--- config.mk ---
export PLATFORM = sky130hd
export DESIGN_NAME = conv_loop_counter_flat
export DESIGN_NICKNAME = d
export VERILOG_FILES = /design/src/rtl/conv_loop_counter_if.sv /design/src/rtl/conv_loop_counter.sv /design/src/flat_wrapper.sv
export SDC_FILE = /design/constraint.sdc
export NUM_CORES = 1
export LEC_CHECK = 0
export ABC_AREA = 1
export CORE_MARGIN = 2
export CORE_UTILIZATION = 51
export CTS_CLUSTER_DIAMETER = 80
export CTS_CLUSTER_SIZE = 8
export DETAILED_ROUTE_END_ITERATION = 8
export MAX_ROUTING_LAYER = met4
export PLACE_DENSITY = 0.94
export SLEW_MARGIN = 20
export SYNTH_ARGS = -nofsm -noshare
export SYNTH_HDL_FRONTEND = slang
export SYNTH_SLANG_ARGS = --single-unit
--- constraint.sdc ---
create_clock -name clk -period 3.6 [get_ports clk]
set_input_delay 0.72 -clock clk [delete_from_list [all_inputs] [get_ports clk]]
set_output_delay 0.72 -clock clk [all_outputs]
set_load 0.005 [all_outputs]
--- src/rtl/conv_loop_counter_if.sv ---
// Control/status bundle for conv_loop_counter: run request, loop counts, stall/abort,
// and the live loop indices with their qualifiers.
interface conv_loop_counter_if #(
    parameter int unsigned INNER_MAX = 4,
    parameter int unsigned OUTER_MAX = 4
);
    localparam int unsigned IW  = (INNER_MAX > 1) ? $clog2(INNER_MAX) : 1;
    localparam int unsigned OW  = (OUTER_MAX > 1) ? $clog2(OUTER_MAX) : 1;
    localparam int unsigned ICW = $clog2(INNER_MAX + 1);
    localparam int unsigned OCW = $clog2(OUTER_MAX + 1);

    logic           start_i;
    logic [ICW-1:0] inner_num_i;
    logic [OCW-1:0] outer_num_i;
    logic           en_i;
    logic           abort_i;
    logic           busy_o;
    logic           valid_o;
    logic [IW-1:0]  inner_idx_o;
    logic [OW-1:0]  outer_idx_o;
    logic           last_o;
    logic           done_o;

    modport master (
        output start_i, inner_num_i, outer_num_i, en_i, abort_i,
        input  busy_o, valid_o, inner_idx_o, outer_idx_o, last_o, done_o
    );

    modport slave (
        input  start_i, inner_num_i, outer_num_i, en_i, abort_i,
        output busy_o, valid_o, inner_idx_o, outer_idx_o, last_o, done_o
    );
endinterface

--- src/rtl/conv_loop_counter.sv ---
// Two-level (outer x inner) loop index generator with stall, abort and a one-cycle
// completion pulse; runtime counts are clamped to the hardware maxima at start.
module conv_loop_counter #(
    parameter int unsigned INNER_MAX = 4,
    parameter int unsigned OUTER_MAX = 4
) (
    input  logic               clk,
    input  logic               rst_n,
    conv_loop_counter_if.slave ctrl
);
    localparam int unsigned IW  = (INNER_MAX > 1) ? $clog2(INNER_MAX) : 1;
    localparam int unsigned OW  = (OUTER_MAX > 1) ? $clog2(OUTER_MAX) : 1;
    localparam int unsigned ICW = $clog2(INNER_MAX + 1);
    localparam int unsigned OCW = $clog2(OUTER_MAX + 1);

    typedef enum logic [1:0] {
        IDLE = 2'd0,
        RUN  = 2'd1,
        DONE = 2'd2
    } state_e;

    state_e         state_q, state_d;
    logic [IW-1:0]  inner_idx_q, inner_idx_d;
    logic [OW-1:0]  outer_idx_q, outer_idx_d;
    logic [ICW-1:0] inner_cnt_q, inner_cnt_d;
    logic [OCW-1:0] outer_cnt_q, outer_cnt_d;

    logic           inner_at_end;
    logic           outer_at_end;
    logic           last_w;
    logic [ICW-1:0] inner_clamp;
    logic [OCW-1:0] outer_clamp;

    // Counts are >= 1 whenever RUN is reached, so cnt-1 never underflows there.
    assign inner_at_end = (ICW'(inner_idx_q) == (inner_cnt_q - ICW'(1)));
    assign outer_at_end = (OCW'(outer_idx_q) == (outer_cnt_q - OCW'(1)));
    assign last_w       = (state_q == RUN) && inner_at_end && outer_at_end;

    assign inner_clamp = (ctrl.inner_num_i > ICW'(INNER_MAX)) ? ICW'(INNER_MAX) : ctrl.inner_num_i;
    assign outer_clamp = (ctrl.outer_num_i > OCW'(OUTER_MAX)) ? OCW'(OUTER_MAX) : ctrl.outer_num_i;

    always_comb begin
        state_d     = state_q;
        inner_idx_d = inner_idx_q;
        outer_idx_d = outer_idx_q;
        inner_cnt_d = inner_cnt_q;
        outer_cnt_d = outer_cnt_q;
        case (state_q)
            IDLE: begin
                if (ctrl.start_i) begin
                    inner_cnt_d = inner_clamp;
                    outer_cnt_d = outer_clamp;
                    inner_idx_d = '0;
                    outer_idx_d = '0;
                    state_d     = ((inner_clamp == '0) || (outer_clamp == '0)) ? DONE : RUN;
                end
            end
            RUN: begin
                if (ctrl.abort_i) begin
                    state_d     = IDLE;
                    inner_idx_d = '0;
                    outer_idx_d = '0;
                end else if (ctrl.en_i) begin
                    if (last_w) begin
                        state_d     = DONE;
                        inner_idx_d = '0;
                        outer_idx_d = '0;
                    end else if (inner_at_end) begin
                        inner_idx_d = '0;
                        outer_idx_d = outer_idx_q + OW'(1);
                    end else begin
                        inner_idx_d = inner_idx_q + IW'(1);
                    end
                end
            end
            DONE: begin
                state_d = IDLE;
            end
            default: begin
                state_d     = IDLE;
                inner_idx_d = '0;
                outer_idx_d = '0;
            end
        endcase
    end

    always_ff @(posedge clk or negedge rst_n) begin
        if (!rst_n) begin
            state_q     <= IDLE;
            inner_idx_q <= '0;
            outer_idx_q <= '0;
            inner_cnt_q <= '0;
            outer_cnt_q <= '0;
        end else begin
            state_q     <= state_d;
            inner_idx_q <= inner_idx_d;
            outer_idx_q <= outer_idx_d;
            inner_cnt_q <= inner_cnt_d;
            outer_cnt_q <= outer_cnt_d;
        end
    end

    assign ctrl.busy_o      = (state_q == RUN) || (state_q == DONE);
    assign ctrl.valid_o     = (state_q == RUN);
    assign ctrl.done_o      = (state_q == DONE);
    assign ctrl.last_o      = last_w;
    assign ctrl.inner_idx_o = inner_idx_q;
    assign ctrl.outer_idx_o = outer_idx_q;
endmodule

--- src/flat_wrapper.sv ---
// flat-port wrapper written by rule: the top's interface ports become plain ports
module conv_loop_counter_flat 
#(
    parameter int unsigned INNER_MAX = 4,
    parameter int unsigned OUTER_MAX = 4
)
  (clk, rst_n, ctrl_start_i, ctrl_inner_num_i, ctrl_outer_num_i, ctrl_en_i, ctrl_abort_i, ctrl_busy_o, ctrl_valid_o, ctrl_inner_idx_o, ctrl_outer_idx_o, ctrl_last_o, ctrl_done_o);
  conv_loop_counter_if #(.INNER_MAX(INNER_MAX), .OUTER_MAX(OUTER_MAX)) ctrl_i ();
  input  logic clk;
  input  logic rst_n;
  input wire logic [$bits(ctrl_i.start_i)-1:0] ctrl_start_i;
  input wire logic [$bits(ctrl_i.inner_num_i)-1:0] ctrl_inner_num_i;
  input wire logic [$bits(ctrl_i.outer_num_i)-1:0] ctrl_outer_num_i;
  input wire logic [$bits(ctrl_i.en_i)-1:0] ctrl_en_i;
  input wire logic [$bits(ctrl_i.abort_i)-1:0] ctrl_abort_i;
  output wire logic [$bits(ctrl_i.busy_o)-1:0] ctrl_busy_o;
  output wire logic [$bits(ctrl_i.valid_o)-1:0] ctrl_valid_o;
  output wire logic [$bits(ctrl_i.inner_idx_o)-1:0] ctrl_inner_idx_o;
  output wire logic [$bits(ctrl_i.outer_idx_o)-1:0] ctrl_outer_idx_o;
  output wire logic [$bits(ctrl_i.last_o)-1:0] ctrl_last_o;
  output wire logic [$bits(ctrl_i.done_o)-1:0] ctrl_done_o;
  assign ctrl_i.start_i = ctrl_start_i;
  assign ctrl_i.inner_num_i = ctrl_inner_num_i;
  assign ctrl_i.outer_num_i = ctrl_outer_num_i;
  assign ctrl_i.en_i = ctrl_en_i;
  assign ctrl_i.abort_i = ctrl_abort_i;
  assign ctrl_busy_o = ctrl_i.busy_o;
  assign ctrl_valid_o = ctrl_i.valid_o;
  assign ctrl_inner_idx_o = ctrl_i.inner_idx_o;
  assign ctrl_outer_idx_o = ctrl_i.outer_idx_o;
  assign ctrl_last_o = ctrl_i.last_o;
  assign ctrl_done_o = ctrl_i.done_o;
  conv_loop_counter #(.INNER_MAX(INNER_MAX), .OUTER_MAX(OUTER_MAX)) u_core (.clk(clk), .rst_n(rst_n), .ctrl(ctrl_i));
endmodule
==> metrics.md <==
| Metric | Value |
|---|---|
| Fin nets | 150 |
| Overall Global Routing Usage | 0.2077 |
| Wl on met1 | 752 um |
| Chip width | 43.56 um |
| Leakage | 0.0005477 uW |
| Run status | completed |
| Post-cts sizing count | 0 |
| Hold buffer count at cts | 0 |
| Routed Antenna Nets | 0 |
| Ys flop type | dfrtp_1 |
| P_int | 494.9 uW |
| Number of remaining DRC errors | 0 |
| Layout cells sized above 1 | 0.1429 |
| Logic pwr share | 0.591 |
| EDFF count, synth | 0 |
| Ys async rst share | 1.000 |
| Syn Nets | 127 |
| Final Routed Wirelength | 1665 um |
| Total negative setup slack | 0 ns |
| CP max-delay cell | clkdlybuf4s50_1 |
| FP Rows | 14 |
| Slowest Stage Delay on Critical Path | 0.49 ns |
| DR pass1 iterations | 4 |
| Unique masters post-synth | 20 |
| Slew headroom | 0.6199 |
| Maximum clock insertion buffer count | 2 |
| Starting Density | 0.5361 |
| CP Cell Sequence | inv_2 > ha_1 > inv_1 > nand2_1 > nand2_1 > nand2_1 > nor2_1 > nand2_2 > inv_1 > clkdlybuf4s50_1 |
| Worst-skew pair later-pin latency | 0.28 ns |
| Sequential power share | 0.284 |
| Seq/Total Area, Yosys | 0.3762 |
| Avg WL per Cell | 11.17 um |
| Startpoint types | register |
| Register bit total from synthesis | 12 |
| YS warnings | 0 |
| Port bufs | 18 |
| Crit-path max FO | 3 |
| Worst slew pin tran | 0.5684 ns |
| Setup violators final | 0 |
| H-tree Lvls | 1 |
| Die H | 43.56 um |
| Vias in the first global route | 700 |
| Initial antenna violation count | 0 |
| Crit end category | output pin |
| Vias | 731 |
| Top layer in use | met4 |
| Number of DRC markers in iteration 0 | 15 |
| RSZ-0062 raised after global routing | false |
| WP data arrival | 1.96 ns |
| Clock sink count | 12 |
| Clk root buf | clkbuf_4 |
| Final HPWL from detailed placement | 1363 um |
| Cell Area, Synth | 798.3 sq um |
| Syn_area_per_cell | 7.192 sq um |
| CTS tree | done |
| Most area-consuming cells after synthesis | dfrtp_1, nand2_1, inv_1 |
| Clk slew on worst S/H paths | 0.08 ns |
| Clock group share of total power | 0.126 |
| Net Sw Frac | 0.4321 |
| Sw power | 376.5 uW |
| Met2 WL post-DR | 795 um |
| Synth top area share | 0.3762 |
| Setup bufs post-CTS | 0 |
| Tmin final | 2.679 ns |
| DR vias/cell | 4.906 |
| Num CTS Buffers | 3 |
| Post-synth top area cell | dfrtp_1 |
| Diodes inserted | 0 |
| Met3 wire len | 83 um |
| Fmax | 0.3733 GHz |
| First-pass GRT wire length | 2773 um |
| Synth cell count leaders | nand2_1, inv_1, dfrtp_1 |
| I/O pin cnt | 19 |
| Die ar. | 1897 sq um |
| Final hold slack | 0.5205 ns |
| Remaining Overflow, GRT | 0 |
| Type of the worst min-delay path | register to register |
| CORE AREA | 1489 sq um |
| Final hold viol count | 0 |
| Max VDD drop | 0.5848 mV |
| Clock Skew | 0.003907 ns |
| Count leader, synth | nand2_1 |
| Crit share post-route | 0.7442 |
| Largest net degree at the start of global routing | 13 |
| Required time worst endpoint | 2.88 ns |
| Max-cap violations | 0 |
| Cell count after synthesis | 111 |
| Critical path class | register to output pin |
| Layout area overhead | 29.62% |
| Cell mode on critical path | nand2_1 |
| PwrDens | 842.1 nW/um^2 |
| Final slew viol count | 0 |
| GPL Wtd Cong | 0.8185 |
worst max-delay path: cells and delay by family, from the launching register on:
family / cells / cell delay (ns)
simple gates: 5 / 0.35
buf+inv: 4 / 0.65
fa+ha+maj: 1 / 0.30
flops: 1 / 0.38
registers in the layout (all words and copies together) (netlist names):
| register | count |
|---|---|
| u_core.state_q | 2 |
| u_core.ctrl.outer_idx_o | 2 |
| u_core.outer_cnt_q | 3 |
| u_core.inner_cnt_q | 3 |
| u_core.ctrl.inner_idx_o | 2 |
path summary, 6_finish.rpt:
kind	from	to	slack [ns]	cells past startpoint
max in group asynchronous	rst_n	u_core.inner_cnt_q[2]	2.42	1
min reg2reg	u_core.state_q[0]	u_core.state_q[0]	0.52	2
max	u_core.inner_cnt_q[0]	ctrl_last_o	0.92	10
min in group asynchronous	rst_n	u_core.state_q[0]	0.80	1
min	u_core.state_q[0]	u_core.state_q[0]	0.52	2
max reg2reg	u_core.inner_cnt_q[0]	u_core.ctrl.outer_idx_o[1]	2.08	12
cells by family (layout without fill, tap and decap cells):
kind of cell / Yosys count / after routing / share of synthesized area
and+or+nand+nor: 52 / 52 / 0.3057
adders and majority gates: 5 / 5 / 0.07837
DFF: 12 / 12 / 0.3762
buffers and inverters: 29 / 51 / 0.1364
xor gates and xnor gates: 2 / 2 / 0.02195
AOI/OAI and AO/OA: 11 / 11 / 0.08149
layer usage:
layer  up-vias  track usage
met4         0      0.09697
met2        20       0.3412
met5         -            -
met1       325       0.2308
met3         6      0.05833
li1        380            -
per-stage QoR:
stage / power [uW] / setup slack, ns / instance area, sq um / utilization / std cells
floorplan: 596.9 / 1.788 / 798.3 / - / 111
global placement: 735.0 / 1.291 / 998.5 / 0.6706 / 145
detailed placement: 762.0 / 1.234 / 998.5 / 0.6706 / 145
CTS: 873.4 / 0.9278 / 1035 / 0.6950 / 149
global route: 947.6 / 0.7873 / 1035 / 0.6950 / 149
finish: 871.3 / 0.9210 / 1035 / 0.6950 / 149
power groups by stage:
stage | combinational [uW] | clock (uW) | sequential, uW
after floorplan | 355 | 0 | 242
after global placement | 488 | 0 | 246
after detailed placement | 513 | 0 | 249
after CTS | 517 | 109 | 247
after global routing | 575 | 117 | 256
final | 515 | 110 | 247
final cells by class:
class                   count  area, sq um
fillers                   116        454.2
multi-input cells          70        389.1
flip-flops and latches     12        300.3
repair buffers             18        180.2
inverters                  29        108.9
clock buffers               4        36.28
well taps                  16        20.02
cell usage in the layout, fill, tap and decap left out, drive strengths merged:
cell type and instances:
clkdlybuf4s50 18, xnor2 1, and3 1, nand4 2
o21ai 2, nor2 12, xor2 1, clkbuf 4
o22ai 5, a21oi 4, dfrtp 12, ha 5
nand3 3, nand2 34, inv 29
(Power assumes the default switching activity.)
